===== config.mk =====
export PLATFORM = sky130hd
export DESIGN_NAME = mem_arbiter
export DESIGN_NICKNAME = d
export VERILOG_FILES = /design/src/rtl/mem_arbiter.sv
export SDC_FILE = /design/constraint.sdc
export NUM_CORES = 1
export LEC_CHECK = 0
export ABC_AREA = 1
export CAP_MARGIN = 5
export CORE_AREA = 2 2 167 169
export DETAILED_ROUTE_END_ITERATION = 16
export DIE_AREA = 0 0 169 171
export PLACE_DENSITY = 0.49
export SLEW_MARGIN = 0
export SYNTH_ARGS = -nofsm -noshare
export SYNTH_HDL_FRONTEND = slang
export SYNTH_SLANG_ARGS = --single-unit
export TNS_END_PERCENT = 30

===== constraint.sdc =====
create_clock -name clk -period 2.6 [get_ports clk]
set_input_delay 0.52 -clock clk [delete_from_list [all_inputs] [get_ports clk]]
set_output_delay 0.52 -clock clk [all_outputs]
set_load 0.005 [all_outputs]

===== src/rtl/mem_arbiter.sv =====
// mem_arbiter
// Shares one match-table memory port between NUM_REQ requesters. A requester
// is granted in round-robin order and keeps the port until it drops its
// chip-enable, so multi-beat transactions are never interleaved. A watchdog
// reclaims the port when a single beat stalls for TIMEOUT cycles. The stalled
// requester is then blocked until it drops its chip-enable.
//
// Ports
//   clk, rst        clock, asynchronous active-high reset
//   req_ce_i        per-requester chip-enable, held for the whole transaction
//   req_we_i        per-requester write enable
//   req_addr_i      per-requester byte address
//   req_width_i     per-requester access width in bytes
//   req_data_i      per-requester write data
//   req_data_o      read data, mem_data_i broadcast to every requester
//   req_ready_o     per-requester beat complete; only the owner's bit can be high
//   grant_o         one-hot current owner, zero when idle
//   mem_*_o         memory port, driven from the owner's request signals
//   mem_data_i      memory read data
//   mem_ready_i     memory beat complete
//   timeout_o       one-cycle pulse on a forced release
//
// state | meaning
// ------+-----------------------------------------------------------------
// IDLE  | no owner; round-robin pick among requesters that are not blocked
// BUSY  | owner_q holds the port; leaves on owner ce low or on a beat stall
module mem_arbiter #(
  parameter int NUM_REQ = 4,
  parameter int TIMEOUT = 255
) (
  input  logic                     clk,
  input  logic                     rst,
  input  logic [NUM_REQ-1:0]       req_ce_i,
  input  logic [NUM_REQ-1:0]       req_we_i,
  input  logic [NUM_REQ-1:0][31:0] req_addr_i,
  input  logic [NUM_REQ-1:0][3:0]  req_width_i,
  input  logic [NUM_REQ-1:0][31:0] req_data_i,
  output logic [31:0]              req_data_o,
  output logic [NUM_REQ-1:0]       req_ready_o,
  output logic [NUM_REQ-1:0]       grant_o,
  output logic                     mem_ce_o,
  output logic                     mem_we_o,
  output logic [31:0]              mem_addr_o,
  output logic [3:0]               mem_width_o,
  output logic [31:0]              mem_data_o,
  input  logic [31:0]              mem_data_i,
  input  logic                     mem_ready_i,
  output logic                     timeout_o
);

  localparam int IDX_W = (NUM_REQ > 1) ? $clog2(NUM_REQ) : 1;
  localparam int CNT_W = ($clog2(TIMEOUT + 1) > 8) ? $clog2(TIMEOUT + 1) : 8;

  typedef enum logic {IDLE, BUSY} state_t;

  state_t             state_q, state_d;
  logic [IDX_W-1:0]   owner_q, owner_d;
  logic [IDX_W-1:0]   last_owner_q, last_owner_d;
  logic [NUM_REQ-1:0] blocked_q, blocked_d;
  logic [NUM_REQ-1:0] grant_q, grant_d;
  logic [CNT_W-1:0]   wait_cnt_q, wait_cnt_d;
  logic               timeout_q, timeout_d;

  logic [NUM_REQ-1:0] eligible;
  logic               pick_found;
  logic [IDX_W-1:0]   pick_idx;
  logic               owner_ce;
  logic               owner_active;

  assign eligible     = req_ce_i & ~blocked_q;
  assign owner_ce     = req_ce_i[owner_q];
  // The memory side only sees a request while the owner still asserts ce, so
  // a release drops mem_ce_o in the same cycle and never hands it to anyone else.
  assign owner_active = (state_q == BUSY) && owner_ce;

  // Search starts one past the last owner. A requester that just released
  // is therefore considered last.
  always_comb begin : rr_pick
    int cand;
    cand       = 0;
    pick_found = 1'b0;
    pick_idx   = '0;
    for (int i = 1; i <= NUM_REQ; i++) begin
      cand = (int'(last_owner_q) + i) % NUM_REQ;
      if (!pick_found && eligible[cand[IDX_W-1:0]]) begin
        pick_found = 1'b1;
        pick_idx   = cand[IDX_W-1:0];
      end
    end
  end

  always_comb begin : next_state
    state_d      = state_q;
    owner_d      = owner_q;
    last_owner_d = last_owner_q;
    grant_d      = grant_q;
    wait_cnt_d   = wait_cnt_q;
    timeout_d    = 1'b0;
    // A block lasts only until the requester shows a cycle with ce low.
    blocked_d    = blocked_q & req_ce_i;

    if (state_q == IDLE) begin
      if (pick_found) begin
        state_d           = BUSY;
        owner_d           = pick_idx;
        grant_d           = '0;
        grant_d[pick_idx] = 1'b1;
        wait_cnt_d        = '0;
      end
    end else begin
      if (!owner_ce) begin
        // A normal release wins over a timeout that lands in the same cycle.
        state_d      = IDLE;
        last_owner_d = owner_q;
        grant_d      = '0;
      end else if (!mem_ready_i && (wait_cnt_q == CNT_W'(TIMEOUT))) begin
        state_d            = IDLE;
        last_owner_d       = owner_q;
        grant_d            = '0;
        blocked_d[owner_q] = 1'b1;
        timeout_d          = 1'b1;
      end else if (mem_ready_i) begin
        wait_cnt_d = '0;
      end else begin
        wait_cnt_d = wait_cnt_q + CNT_W'(1);
      end
    end
  end

  always_ff @(posedge clk or posedge rst) begin
    if (rst) begin
      state_q      <= IDLE;
      owner_q      <= '0;
      last_owner_q <= IDX_W'(NUM_REQ - 1);
      blocked_q    <= '0;
      grant_q      <= '0;
      wait_cnt_q   <= '0;
      timeout_q    <= 1'b0;
    end else begin
      state_q      <= state_d;
      owner_q      <= owner_d;
      last_owner_q <= last_owner_d;
      blocked_q    <= blocked_d;
      grant_q      <= grant_d;
      wait_cnt_q   <= wait_cnt_d;
      timeout_q    <= timeout_d;
    end
  end

  assign grant_o     = grant_q;
  assign timeout_o   = timeout_q;
  assign req_data_o  = mem_data_i;
  assign req_ready_o = (owner_active && mem_ready_i) ? grant_q : '0;

  assign mem_ce_o    = owner_active;
  assign mem_we_o    = owner_active && req_we_i[owner_q];
  assign mem_addr_o  = owner_active ? req_addr_i[owner_q]  : '0;
  assign mem_width_o = owner_active ? req_width_i[owner_q] : '0;
  assign mem_data_o  = owner_active ? req_data_i[owner_q]  : '0;

endmodule


== Word-level counts from Yosys, hierarchy flattened ==
Index checks and enable logic that the tools add are counted.
Cells by class
  magnitude comparators: 8
  bitwise operators: 5
  muxes and demuxes: 55
  eq/ne operators: 5
  add/sub/neg operators: 5
  reduce and logical (&&, ||, !) cells: 18
Operators by type and width (number)
  32-bit binary-select mux with 2-bit select: 2
  32-bit two-way mux: 4
  4-bit two-way mux: 10
  8-bit two-way mux: 5
  1-bit two-way mux: 19
  2-bit by 3-bit < comparator with 1-bit output (second input constant): 6
  1-bit binary-select mux with 2-bit select: 6
  2-bit two-way mux: 6
  1-bit logical AND: 9
  8-bit by 1-bit adder with 8-bit output (second input constant): 1
  4-bit bitwise AND: 2
  4-bit binary-select mux with 2-bit select: 1
  8-bit == test (second input constant): 1
  2-bit AND reduction: 3
  2-bit by 1-bit adder with 2-bit output (second input constant): 2
  2-bit adder (second input constant): 2
  1-bit demux with 2-bit select: 2
  2-bit by 1-bit >= comparator with 1-bit output (second input constant): 2
  1-bit zero test: 4
  2-bit by 1-bit != test with 1-bit output (second input constant): 2
  4-bit inverter: 1
  4-bit bitwise OR: 1
  3-bit by 2-bit != test with 1-bit output (second input constant): 1
  3-bit AND reduction: 1
  other kinds (3): 3
Storage, ports and cells
  register bits: 22
  output and inout port bits: 111

== Depth between registers and ports, before layout ==
  word-level depth: 20
  depth in mapped cells: 13
  gate-level depth less buffers: 12

== Worst setup path before layout ==
Ideal clock, no wire load.
  path kind: register -> output
  start point: reg owner_q[0]
  end point: out mem_data_o[10]
  setup slack: 0.630 ns
  data required time: 2.080 ns
  path buffers: 2
  arrival: 1.450 ns
  cell stages (with the launch flop): 10
  path through: dfrtp_1 > nor2_2 > nand2_1 > o21ai_1 > nor2_2 > nor2_8 > inv_2 > buf_6 > buf_6 > a31oi_2
Between the ends
  word-level cells in the longest chain between the ends: 4
  elaborated cells on any way between the ends: 6
  classes of those cells: 5 x mux; 1 x reduce/logical
Ends and longest elaborated chain
  from (decl): line 57  | logic [IDX_W-1:0] owner_q, owner_d;
  from (signal assigned): line 141  | owner_q <= owner_d;
  1-bit binary-select mux with 2-bit select: line 71  | assign owner_ce = req_ce_i[owner_q];
  1-bit two-way mux (implied by the code): line 71
  1-bit logical AND: line 74  | assign owner_active = (state_q == BUSY) && owner_ce;
  named net mem_ce_o: line 41  | output logic mem_ce_o,
  32-bit two-way mux: line 159  | assign mem_data_o = owner_active ? req_data_i[owner_q] : '0;
  to (decl): line 45  | output logic [31:0] mem_data_o,
The timed path passes the listed nets, and every way through them passes these cells. The select of a mux whose other input is x is not followed.

== Worst setup path after layout ==
  start point: in req_ce_i[0]
  end point: out mem_data_o[1]
Between the ends
  word-level cells in the longest chain between the ends: 4
Ends and longest elaborated chain
  from (decl): line 33  | input logic [NUM_REQ-1:0] req_ce_i,
  1-bit binary-select mux with 2-bit select: line 71
  1-bit two-way mux (implied by the code): line 71
  1-bit logical AND: line 74
  32-bit two-way mux: line 159
Every way passes these cells. The select of a mux whose other input is x is not followed.

==> results.cfg <==
[die]
die_area_um2 = 28900
die_w_um = 169
initial_core_util_pct = 11.9
ioPinCount = 426
num_rows = 61
core_area_um2 = 27300
die_y_um = 171

[worst_setup_path]
critical_path_required_ps = 2080
critPathMaxFanout = 17
crit_type = input port to output pin
end_kind = output pin
r2r-start = last_owner_q[0]
cp-startpoint = req_ce_i[0]
cp.arrival_ps = 2030
start_kind = input port

[logic_synthesis]
synthSimpleGateAreaFrac_pct = 30.0
synthArstFlopShare_pct = 100
synth_top_family_by_area = compound AO/OA/AOI/OAI gates
synth_cell_types = 31
synth-edff-count = 0
syn_nets = 845
netlist_instances = 529
synthTopCellsByArea = nand2_1 22%, a22oi_1 16%, dfrtp_1 15%
syn-cell-area_um2 = 3250
synth_top_area_share_pct = 21.6
ys_warn_count = 0
synth_compound_area_share_pct = 34.8
synthMuxAreaShare_pct = 0.308
synth_adder_area_share_pct = 0.385
synthTopCellsByCount = 187 x nand2_1, 69 x a22oi_1, 59 x a31oi_1
yosysTopAreaCell = nand2_1
synth-xor-area-share_pct = 0.808
ys_seq_area_share_pct = 17.0
synth-seq-cells = 22
synth_ff_type = dfrtp_1
yosysMostFrequentCell = nand2_1
avgSynthCellArea_um2 = 6.15

[sta]
finClkSkew_ps = 3.03
worst_slew_pin_slew_ps = 392
finalSetupTns_ps = 0
setup_viol = 0
relSlewSlack_pct = 73.9
drv_slew = 0
finalCriticalPeriod_ps = 2550
hold_violations = 0
period_share_pct = 98.2
whs_ps = 507
rsz0062_at_grt = true
fmax_ghz = 0.392

[routing]
vias = 5126
drc = 0
drtPass1Iterations = 4
viasPerCell = 4.29
wl_mm = 21.6
first_iter_violations = 234
wl_per_cell_um = 18.1
ant_nets = 0

[power_and_ir_drop]
comb_power_share_pct = 84.7
p_leak_nw = 2.91
pwr-share-seq_pct = 9.4
p_switching_mw = 2.84
power.density_nw_per_um2 = 761
p_int_mw = 2.72
power_frac_clock_pct = 5.9
sw_frac_of_total_pct = 51.0
ir_drop_mv = 0.546

[placement]
dp_hpwl_mm = 16.8
placed_cells = 1191
placed_cell_area_um2 = 7190
port_buffers = 361
gp_congestion = 0.773

[clock_network]
clk_pin_slew_ps = 60
cts_tree = done
clock_latency_ps = 250
hold_buffers = 0
clock_path_buffers = 2
htree_levels = 1
ctsRootBufferMaster = clkbuf_16
numCtsBuffers = 3
clock-sinks = 22

[layout]
seq_area_um2 = 554
instances_no_fill = 1196
design_area_um2 = 7310
n_fill_cell = 3032
areaGrowthSynthToFinish_pct = 125
multi_input_area_um2 = 2340
diodes = 0
nNetsFinal = 1168
drive_gt1_share_pct = 12.7

[global_route]
grt_pass1_vias = 5210
gr-usage-all-layers_pct = 13.8
grt_max_degree = 45
grt_pass1_wl_mm = 30.8
grt_overflow_total = 0
antenna_found_initial = 0

[min_path]
hold_class = register to register
worstHoldStart = wait_cnt_q[0]

[outcome]
status = completed

[run]
maxCapViolations = 0
cells in the final DEF (no fill, tap or decap), drive strengths merged:
master	n
a21boi	1
a21oi	1
a22o	1
a22oi	69
a31oi	69
buf	52
bufbuf	2
clkbuf	11
clkdlybuf4s15	8
clkdlybuf4s50	284
dfrtp	20
dfstp	2
dlygate4sd2	32
dlymetal6s2s	1
ha	1
inv	36
mux2i	1
nand2	189
nand3	31
nand3b	1
nor2	16
nor3	1
o211ai	1
o21ai	11
o22ai	6
xor2	3
registers in the layout, indices dropped and copies added (netlist names):
name and flops:
timeout_o 1, blocked_q 4, owner_q 2, last_owner_q 2
grant_o 4, state_q 1, wait_cnt_q 8
power groups by stage:
| stage | registers, mW | logic, mW | clock network [mW] |
|---|---|---|---|
| floorplan | 0.473 | 2.30 | 0 |
| global placement | 0.528 | 4.72 | 0 |
| detailed placement | 0.528 | 4.70 | 0 |
| CTS | 0.525 | 4.71 | 0.337 |
| global route | 0.540 | 5.16 | 0.349 |
| finish | 0.525 | 4.71 | 0.326 |
worst max-delay path: stages:
cell and delay (ps):
clkdlybuf4s50_1 470, nand2_1 70, o21ai_2 90, nor2_4 70
nor2_8 130, inv_8 60, bufbuf_16 310, a31oi_4 160
buf_2 140
cell type report:
type                    instances  share of cell area, %
multi-input cells             402                   32.0
well taps                     346                   5.92
repair buffers                387                   51.5
flip-flops and latches         22                   7.58
inverters                      36                   1.95
clock buffers                   3                   1.03
routing by layer:
layer	up-vias	track usage [%]	share of wire (%)
met1	2374	17.2	40
met3	22	3.31	8.3
met4	0	3.01	1.8
met2	258	24.0	49
li1	2472	-	-
met5	-	0	0
through the flow:
| step | utilization, % | total power, mW | setup WS (ps) |
|---|---|---|---|
| 3_5_place_dp | 26.3 | 5.23 | -556 |
| 4_1_cts | 26.6 | 5.57 | -34.5 |
| 5_1_grt | 26.7 | 6.05 | -27.8 |
| 2_1_floorplan | - | 2.77 | 630 |
| 6_report | 26.7 | 5.57 | 47.0 |
| 3_3_place_gp | 26.3 | 5.25 | -513 |
cells by family after synthesis:
| group | count (synthesis) |
|---|---|
| XOR/XNOR | 3 |
| AO/OA/AOI/OAI | 159 |
| multiplexers | 1 |
| flip-flops | 22 |
| AND/OR/NAND/NOR | 238 |
| adder cells (fa/ha/maj) | 1 |
| buffers and inverters | 105 |
timing repair:
item,CTS,global route
gates cloned,2,0
pin swaps,5,1
endpoints found under the setup margin,74,72
gates resized for setup,180,37
setup buffers,0,0
path summary, 6_finish.rpt:
kind	to	slack, ps	cells past startpoint
setup / recovery	mem_data_o[1]	50	9
hold / removal	wait_cnt_q[0]	510	1
setup reg to reg	wait_cnt_q[7]	710	11
hold reg to reg	wait_cnt_q[0]	510	1
max in group asynchronous	last_owner_q[0]	1710	3
min in group asynchronous	grant_o[2]	610	3
(Power assumes the default switching activity.)
